**src/rtl/stopwatch_bcd_pkg.sv**
```systemverilog
// Shared definitions for the BCD stopwatch: controller states and BCD digit limits.
// The limits are plain localparams so the countdown timer can reuse them.
package stopwatch_bcd_pkg;

  typedef enum logic [1:0] {
    IDLE  = 2'd0,
    RUN   = 2'd1,
    PAUSE = 2'd2,
    MAXED = 2'd3
  } sw_state_e;

  localparam logic [3:0] MAX_ONES = 4'd9;
  localparam logic [3:0] MAX_TENS = 4'd5;

  // True when the packed {Mt, Mo, St, So} count shows 59:59.
  function automatic logic is_max_count(input logic [15:0] count);
    return count == {MAX_TENS, MAX_ONES, MAX_TENS, MAX_ONES};
  endfunction

endpackage

```
**src/rtl/stopwatch_bcd_digit_counter.sv**
```systemverilog
// One BCD digit that counts 0..LIMIT and rolls over, raising Carry on the rollover increment.
module bcd_digit_counter
  import stopwatch_bcd_pkg::*;
#(
  parameter logic [3:0] LIMIT = MAX_ONES
) (
  input  logic       Clock,
  input  logic       Reset,
  input  logic       Clear,
  input  logic       Inc,
  output logic [3:0] Digit,
  output logic       Carry
);

  logic [3:0] digit_q;
  logic [3:0] digit_d;

  assign Carry = Inc && (digit_q == LIMIT);
  assign Digit = digit_q;

  always_comb begin
    digit_d = digit_q;
    if (Clear) begin
      digit_d = 4'd0;
    end else if (Inc) begin
      digit_d = (digit_q == LIMIT) ? 4'd0 : digit_q + 4'd1;
    end
  end

  always_ff @(posedge Clock or posedge Reset) begin
    if (Reset) begin
      digit_q <= 4'd0;
    end else begin
      digit_q <= digit_d;
    end
  end

endmodule

```
**src/rtl/stopwatch_bcd.sv**
```systemverilog
// Count-up MM:SS stopwatch in BCD with run/pause, synchronous clear and lap freeze.
// Contains its own one-second divider; Out drives four hex display digits.
module stopwatch_bcd
  import stopwatch_bcd_pkg::*;
#(
  parameter int TICKS_PER_SEC = 50000000,
  parameter int WRAP          = 0
) (
  input  logic        Clock,
  input  logic        Reset,
  input  logic        StartStop,
  input  logic        Clear,
  input  logic        Lap,
  output logic [15:0] Out,
  output logic        Running,
  output logic        Frozen,
  output logic        MaxReached
);

  localparam int DIV_W = $clog2(TICKS_PER_SEC);
  localparam logic [DIV_W-1:0] DIV_LAST = DIV_W'(TICKS_PER_SEC - 1);
  localparam logic [DIV_W-1:0] DIV_ONE  = DIV_W'(1);

  sw_state_e        state_q, state_d;
  logic [DIV_W-1:0] div_q, div_d;
  logic             ss_prev_q, lap_prev_q;
  logic             frozen_q, frozen_d;
  logic [15:0]      lap_q, lap_d;
  logic [15:0]      out_q, out_d;

  logic        ss_rise, lap_rise, tick, hold_max, inc_so;
  logic [3:0]  so, st, mo, mt;
  logic        so_carry, st_carry, mo_carry, mt_carry_unused;
  logic [15:0] count;

  // Edges seen while Clear is high are dropped, but the history still tracks the inputs.
  assign ss_rise  = StartStop && !ss_prev_q && !Clear;
  assign lap_rise = Lap && !lap_prev_q && !Clear;
  assign tick     = (state_q == RUN) && (div_q == DIV_LAST);
  assign count    = {mt, mo, st, so};
  assign hold_max = is_max_count(count) && (WRAP == 0);
  assign inc_so   = tick && !hold_max && !Clear;

  bcd_digit_counter #(.LIMIT(MAX_ONES)) u_so (
    .Clock(Clock), .Reset(Reset), .Clear(Clear), .Inc(inc_so),   .Digit(so), .Carry(so_carry)
  );
  bcd_digit_counter #(.LIMIT(MAX_TENS)) u_st (
    .Clock(Clock), .Reset(Reset), .Clear(Clear), .Inc(so_carry), .Digit(st), .Carry(st_carry)
  );
  bcd_digit_counter #(.LIMIT(MAX_ONES)) u_mo (
    .Clock(Clock), .Reset(Reset), .Clear(Clear), .Inc(st_carry), .Digit(mo), .Carry(mo_carry)
  );
  bcd_digit_counter #(.LIMIT(MAX_TENS)) u_mt (
    .Clock(Clock), .Reset(Reset), .Clear(Clear), .Inc(mo_carry), .Digit(mt), .Carry(mt_carry_unused)
  );

  // A saturating tick wins over a simultaneous StartStop rise.
  always_comb begin
    state_d = state_q;
    div_d   = div_q;
    if (Clear) begin
      state_d = IDLE;
      div_d   = '0;
    end else begin
      case (state_q)
        IDLE: begin
          div_d = '0;
          if (ss_rise) state_d = RUN;
        end
        RUN: begin
          div_d = tick ? '0 : div_q + DIV_ONE;
          if (tick && hold_max) state_d = MAXED;
          else if (ss_rise)     state_d = PAUSE;
        end
        PAUSE: begin
          if (ss_rise) state_d = RUN;
        end
        MAXED: begin
          div_d = '0;
        end
        default: begin
          state_d = IDLE;
          div_d   = '0;
        end
      endcase
    end
  end

  always_comb begin
    frozen_d = frozen_q;
    lap_d    = lap_q;
    if (Clear) begin
      frozen_d = 1'b0;
    end else if (lap_rise) begin
      if (frozen_q) begin
        frozen_d = 1'b0;
      end else begin
        frozen_d = 1'b1;
        lap_d    = count;
      end
    end
  end

  always_comb begin
    out_d = frozen_q ? lap_q : count;
    if (Clear) out_d = 16'h0000;
  end

  always_ff @(posedge Clock or posedge Reset) begin
    if (Reset) begin
      state_q    <= IDLE;
      div_q      <= '0;
      ss_prev_q  <= 1'b0;
      lap_prev_q <= 1'b0;
      frozen_q   <= 1'b0;
      lap_q      <= 16'h0000;
      out_q      <= 16'h0000;
    end else begin
      state_q    <= state_d;
      div_q      <= div_d;
      ss_prev_q  <= StartStop;
      lap_prev_q <= Lap;
      frozen_q   <= frozen_d;
      lap_q      <= lap_d;
      out_q      <= out_d;
    end
  end

  assign Out        = out_q;
  assign Running    = (state_q == RUN);
  assign MaxReached = (state_q == MAXED);
  assign Frozen     = frozen_q;

endmodule

```
**config.mk**
```make
export PLATFORM = sky130hd
export DESIGN_NAME = stopwatch_bcd
export DESIGN_NICKNAME = d
export VERILOG_FILES = /design/src/rtl/stopwatch_bcd_pkg.sv /design/src/rtl/stopwatch_bcd_digit_counter.sv /design/src/rtl/stopwatch_bcd.sv
export SDC_FILE = /design/constraint.sdc
export NUM_CORES = 1
export LEC_CHECK = 0
export ABC_AREA = 0
export BUFFER_PORTS_ARGS = -buffer_cell sky130_fd_sc_hd__buf_2
export CORE_UTILIZATION = 60
export CTS_CLUSTER_SIZE = 24
export DETAILED_ROUTE_END_ITERATION = 10
export PLACE_DENSITY = 0.79
export REMOVE_ABC_BUFFERS = 1
export SETUP_SLACK_MARGIN = 0.05
export SLEW_MARGIN = 20
export SYNTH_ARGS = -nofsm -noshare
export SYNTH_HDL_FRONTEND = slang
export SYNTH_SLANG_ARGS = --single-unit
```
**constraint.sdc**
```tcl
create_clock -name Clock -period 2.75 [get_ports Clock]
set_input_delay 0.275 -clock Clock [delete_from_list [all_inputs] [get_ports Clock]]
set_output_delay 0.275 -clock Clock [all_outputs]
set_load 0.005 [all_outputs]
```
After elaboration in Yosys (flattened, before gate mapping)
Cells that the tools add are included.

Flip-flop bits (word level): 79. Bits of input ports: 5. Output and inout port bits: 19. Word-level logic and storage cells: 80.

Add/sub/neg operators: 5. Equality and inequality tests: 11. Muxes and demuxes: 25. Bitwise logic cells: 1. Reduce and logical (&&, ||, !) cells: 27.

Operator list (number): two-way mux 26 bit (2); one-hot mux 26 bit (2 select lines) (1); two-way mux 4 bit (12); two-way mux 16 bit (2); adder 26 x 1 -> 26 bit (second input constant) (1); == test 26 bit (second input constant) (1); adder 4 x 1 -> 4 bit (second input constant) (4); == test 16 x 15 -> 1 bit (second input constant) (1); logical AND 1 bit (11); nonzero test 2 bit (5); == test 4 x 3 -> 1 bit (second input constant) (2); == test 4 bit (second input constant) (2); two-way mux 2 bit (4); nonzero test 3 bit (2); == test 2 bit (second input constant) (2); zero test 1 bit (4); != test 4 x 2 -> 1 bit (second input constant) (1); one-hot mux 2 bit (2 select lines) (1); OR reduction 2 bit (2); two-way mux 1 bit (3); != test 3 x 1 -> 1 bit (second input constant) (1); AND reduction 3 bit (1); == test 2 x 1 -> 1 bit (second input constant) (1); zero test 2 bit (1); other kinds (2) (2).

Logic depth before layout (Yosys ltp)
Depth after elaboration: 9. Gate-level depth with buffers: 9. Gate-level depth less buffers: 7.

By module
Synthesis repeated with hierarchy kept, for this count alone.

Cells, all modules: 384. Area, all modules: 4025.1 µm².

Modules (own cells, without submodules): stopwatch_bcd (instances 1, cells each 278, area an instance 3071.7 µm², sequential area each 1576.5 µm²); bcd_digit_counter at u_mo ... (instances 2, cells each 27, area an instance 244.0 µm², sequential area each 100.1 µm²); bcd_digit_counter at u_mt ... (instances 2, cells each 26, area an instance 232.7 µm², sequential area each 100.1 µm²).

Worst setup path after synthesis
Ideal clock, no wire load.

Path type: register to register. Start point: register state_q[0]. End point: register div_q[22]. Setup time: 125 ps. Data arrival time: 2286 ps. Required time: 2625 ps. Setup slack: 339 ps. Stages on the path, launching flop included: 9. Path buffers: 1. Cell sequence: dfrtp_1 -> inv_1 -> ha_1 -> nor3b_1 -> or4b_1 -> clkbuf_1 -> or4_1 -> nand4_1 -> o31ai_1.

Cells in the longest elaborated chain, start to end: 5. Elaborated cells on any way between the ends: 9. Those cells by class: 2 x eq/ne; 3 x mux; 4 x reduce/logical.

RTL lines: start, declared (RTL line stopwatch_bcd.sv:24) `sw_state_e state_q, state_d;`; start signal, assigned (RTL line stopwatch_bcd.sv:119) `state_q <= state_d;`; == test 2 x 1 -> 1 bit (RTL line stopwatch_bcd.sv:39, stopwatch_bcd.sv:65); logical AND 1 bit (RTL line stopwatch_bcd.sv:39) `assign tick = (state_q == RUN) && (div_q == DIV_LAST);`; two-way mux 26 bit (RTL line stopwatch_bcd.sv:71) `div_d = tick ? '0 : div_q + DIV_ONE;`; one-hot mux 26 bit (2 select lines) (RTL line stopwatch_bcd.sv:65) `case (state_q)`; two-way mux 26 bit (RTL line stopwatch_bcd.sv:61) `if (Clear) begin`; end signal, assigned (RTL line stopwatch_bcd.sv:120) `div_q <= div_d;`; end, declared (RTL line stopwatch_bcd.sv:25) `logic [DIV_W-1:0] div_q, div_d;`.

Parallel ways exist; a longest one is shown, timed or not. A chain may end at the register's enable or synchronous reset.

Worst setup path in the final report
Start point: register div_q[8]. End point: register u_st.digit_q[1], in the netlist u_st.Digit[1].

Cells in the longest elaborated chain, start to end: 6.

RTL lines: == test 26 bit (RTL line stopwatch_bcd.sv:39); logical AND 1 bit (RTL line stopwatch_bcd.sv:39); logical AND 1 bit (2 in a row) (RTL line stopwatch_bcd.sv:42) `assign inc_so = tick && !hold_max && !Clear;`; logical AND 1 bit (RTL line stopwatch_bcd_digit_counter.sv:18) `assign Carry = Inc && (digit_q == LIMIT);`; nonzero test 2 bit (no line); end signal, assigned (RTL line stopwatch_bcd_digit_counter.sv:34) `digit_q <= digit_d;`; end, declared (RTL line stopwatch_bcd_digit_counter.sv:15) `logic [3:0] digit_q;`.

No other way between the ends.

==> metrics.csv <==
stage;metric;value;unit
routing;drc;0;
final_layout;antenna_cells;0;
floorplanning;die_w;82.9;um
job;drv_cap;0;
clock_network;clockBufferDepth;2;
clock_network;clk_pin_slew_worst_paths;0.08;ns
floorplanning;rows;29;
setup_path;worstPathArrival;2.74;ns
placed_design;dp_hpwl;5020;um
setup_path;required;3.01;ns
clock_network;cts_sinks;79;
synth;yosysUniqueCellTypes;44;
final_layout;drive_above_1_share;17.7;%
sta;slew_headroom;60.2;%
outcome;outcome;finished, final reports clean;
sta;min_period;2.48;ns
sta;hold_violations;0;
routing;drt_iter0_markers;184;
synth;synthTopCellsByCount;79 x dfrtp_1, 50 x nor2_1, 18 x nand2_1;
sta;finalSetupTns;0;ns
routing;wirelength;7390;um
power;max-vdd-ir-drop;0.370;mV
hold_path;hold_path.class;input pin to register;
final_layout;fin_cells;483;
sta;maxSlewViolCount;0;
setup_path;crit_fanout;13;
power;power.density;487;nW/um2
routing;postRouteAntennaNets;0;
synth;yosys.area.top_type;dfrtp_1;
synth;async_flop_share;100;%
sta;fin_crit_sh;90.2;%
synth;yosysMostFrequentCell;dfrtp_1;
grt;grt_max_degree;37;
final_layout;nFillCells;472;
setup_path;path_class;register to register;
setup_path;critPathCaptureType;register;
synth;netlist_instances;373;
synth;postSynthAreaPerCell;10.5;um2
placed_design;port_buffers;23;
synth;synth.area.top_cells;dfrtp_1 50%, nor2_1 4.8%, mux2_2 4.6%, ha_1 4.1%, mux2i_1 4.1%;
final_layout;fin_nets;419;
sta;fin_hold_ws;0.0448;ns
placed_design;gp_congestion;0.814;
setup_path;ff2ff_setup_slack;0.27;ns
sta;rsz0062_at_grt;false;
power;total_power;2.12;mW
synth;synth_top_cell_area_share;50.4;%
routing;dr.pass1.iters;4;
synth;yosys_warnings;0;
setup_path;reg2regPathDepth;6;
sta;skew;0.00783;ns
routing;avgViaCountPerCell;5.97;
placed_design;dp.cells;466;
placed_design;pre_cts_slack;0.215;ns
sta;finalSetupViolations;0;
floorplanning;die_h;82.9;um
power;p_leak;1.90;nW
setup_path;rr_endpoint;u_st.Digit[1];
synth;synth_area;3930;um2
floorplanning;coreArea;6350;um2
synth;ys.flop_type;dfrtp_1;
floorplanning;dieArea;6870;um2
grt;grtUsageTotal;23.3;%
clock_network;clkLatencyLatePin;0.34;ns
grt;grt_first_pass_wirelength;13000;um
routing;wl_per_cell;15.3;um
clock_network;cts_tree;done;
hold_path;holdPathStages;1;
synth;synth-edff-count;0;
grt;grt_pass1_vias;2791;
synth;synth-seq-cells;79;
clock_network;cts_buffers;9;
synth;yosysSeqAreaShare;50.4;%
final_layout;area_growth;11.0;%
routing;vias;2883;
hold_path;holdPathEnd;lap_prev_q;
clock_network;htreeDepth;3;
sta;setup_ws;0.268;ns
grt;grt-ovfl-total;0;
sta;fmax;403;MHz
clock_network;root_buffer;clkbuf_8;
setup_path;r2r-start;div_q[8];
grt;antenna_found_initial;0;
floorplanning;ios;24;
floorplanning;initial_core_util;61.8;%
sta;worst_pin_slew;0.595;ns
setup_path;start_kind;register;
hold_path;min-delay-start;Lap;
==> cell families after synthesis <==
kind of cell,after synthesis,share of synthesized area [%]
compound gates,39,6.34
xor+xnor,23,5.13
fa+ha+maj,13,4.14
buf+inv,31,3.19
flops,79,50.4
mux,32,8.67
simple gates,156,22.2
==> worst max-delay path by stage <==
stage | startpoint | cells after the start | to
final | div_q[8] | 6 | u_st.Digit[1]
after CTS | state_q[1] | 8 | u_st.Digit[1]
after floorplan | Frozen | 2 | lap_q[0]
after global placement | state_q[1] | 7 | div_q[22]
after global routing | state_q[1] | 8 | u_st.Digit[0]
after detailed placement | state_q[1] | 8 | u_st.Digit[1]
==> worst max-delay path, stage by stage, from the launching register on <==
cell     delay [ns]
dfrtp_1        0.42
or4_4          0.56
nor4_4         0.30
nand4_4        0.22
buf_4          0.24
or4_1          0.50
a21oi_1        0.16
==> state kept, by name, indices dropped and copies added (netlist names) <==
name        flops
ss_prev_q       1
u_mt.Digit      4
div_q          26
u_st.Digit      4
state_q         2
lap_q          16
u_mo.Digit      4
u_so.Digit      4
lap_prev_q      1
Frozen          1
Out            16
==> what timing repair did <==
item,CTS,global route
hold endpoints to repair,30,0
resized for setup,0,1
hold buffers,1,0
endpoints found under the setup margin,0,5
buffers inserted,0,0
==> routing by layer <==
metal | routed length [um] | track usage, % | vias to the layer above
met5 | 0 | 0 | -
li1 | - | - | 1391
met4 | 118 | 8.78 | 0
met3 | 230 | 3.48 | 13
met2 | 3480 | 36.6 | 58
met1 | 3570 | 33.0 | 1421
==> where the power goes <==
part           switching [mW]  internal [mW]
Clock                   0.410          0.445
Combinational          0.0688         0.0308
Sequential            0.00291           1.16
==> per-stage QoR <==
step	cell area, um2	util, %
6_report	4360	68.6
5_1_grt	4360	68.6
4_1_cts	4350	68.6
3_5_place_dp	4150	65.3
3_3_place_gp	4150	65.3
2_1_floorplan	3850	-
==> cell type report <==
type,instances,area (um2),area share [%]
sequential,79,1980,45.4
clock buffer,11,141,3.25
inverter,14,53.8,1.24
tap,77,96.3,2.21
multi-input combinational,263,1830,42.0
timing repair buffer,34,200,4.60
clock inverter,5,56.3,1.29
==> placed cells by master (no fill, tap or decap), drive strengths merged, types with 2 or more instances in the layout <==
cell,Yosys,layout
or4,11,11
or3,7,7
xnor2,12,12
and2,4,4
a21oi,15,15
nand2,18,18
o41ai,3,3
buf,4,33
nand3b,4,4
nand2b,2,2
nand4,13,13
and4,3,3
clkinv,0,3
nor3b,3,3
o21ai,6,6
xor2,11,11
nand3,15,15
dfrtp,79,79
nor4,7,7
ha,13,13
mux2,16,16
and3,3,3
o311ai,3,3
clkbuf,13,11
a211oi,2,2
nor2,50,50
nor2b,3,3
mux2i,16,16
inv,14,14
and3b,4,4
o31ai,7,7
nor3,5,5
Note: power is estimated with default switching activity, not from simulation.
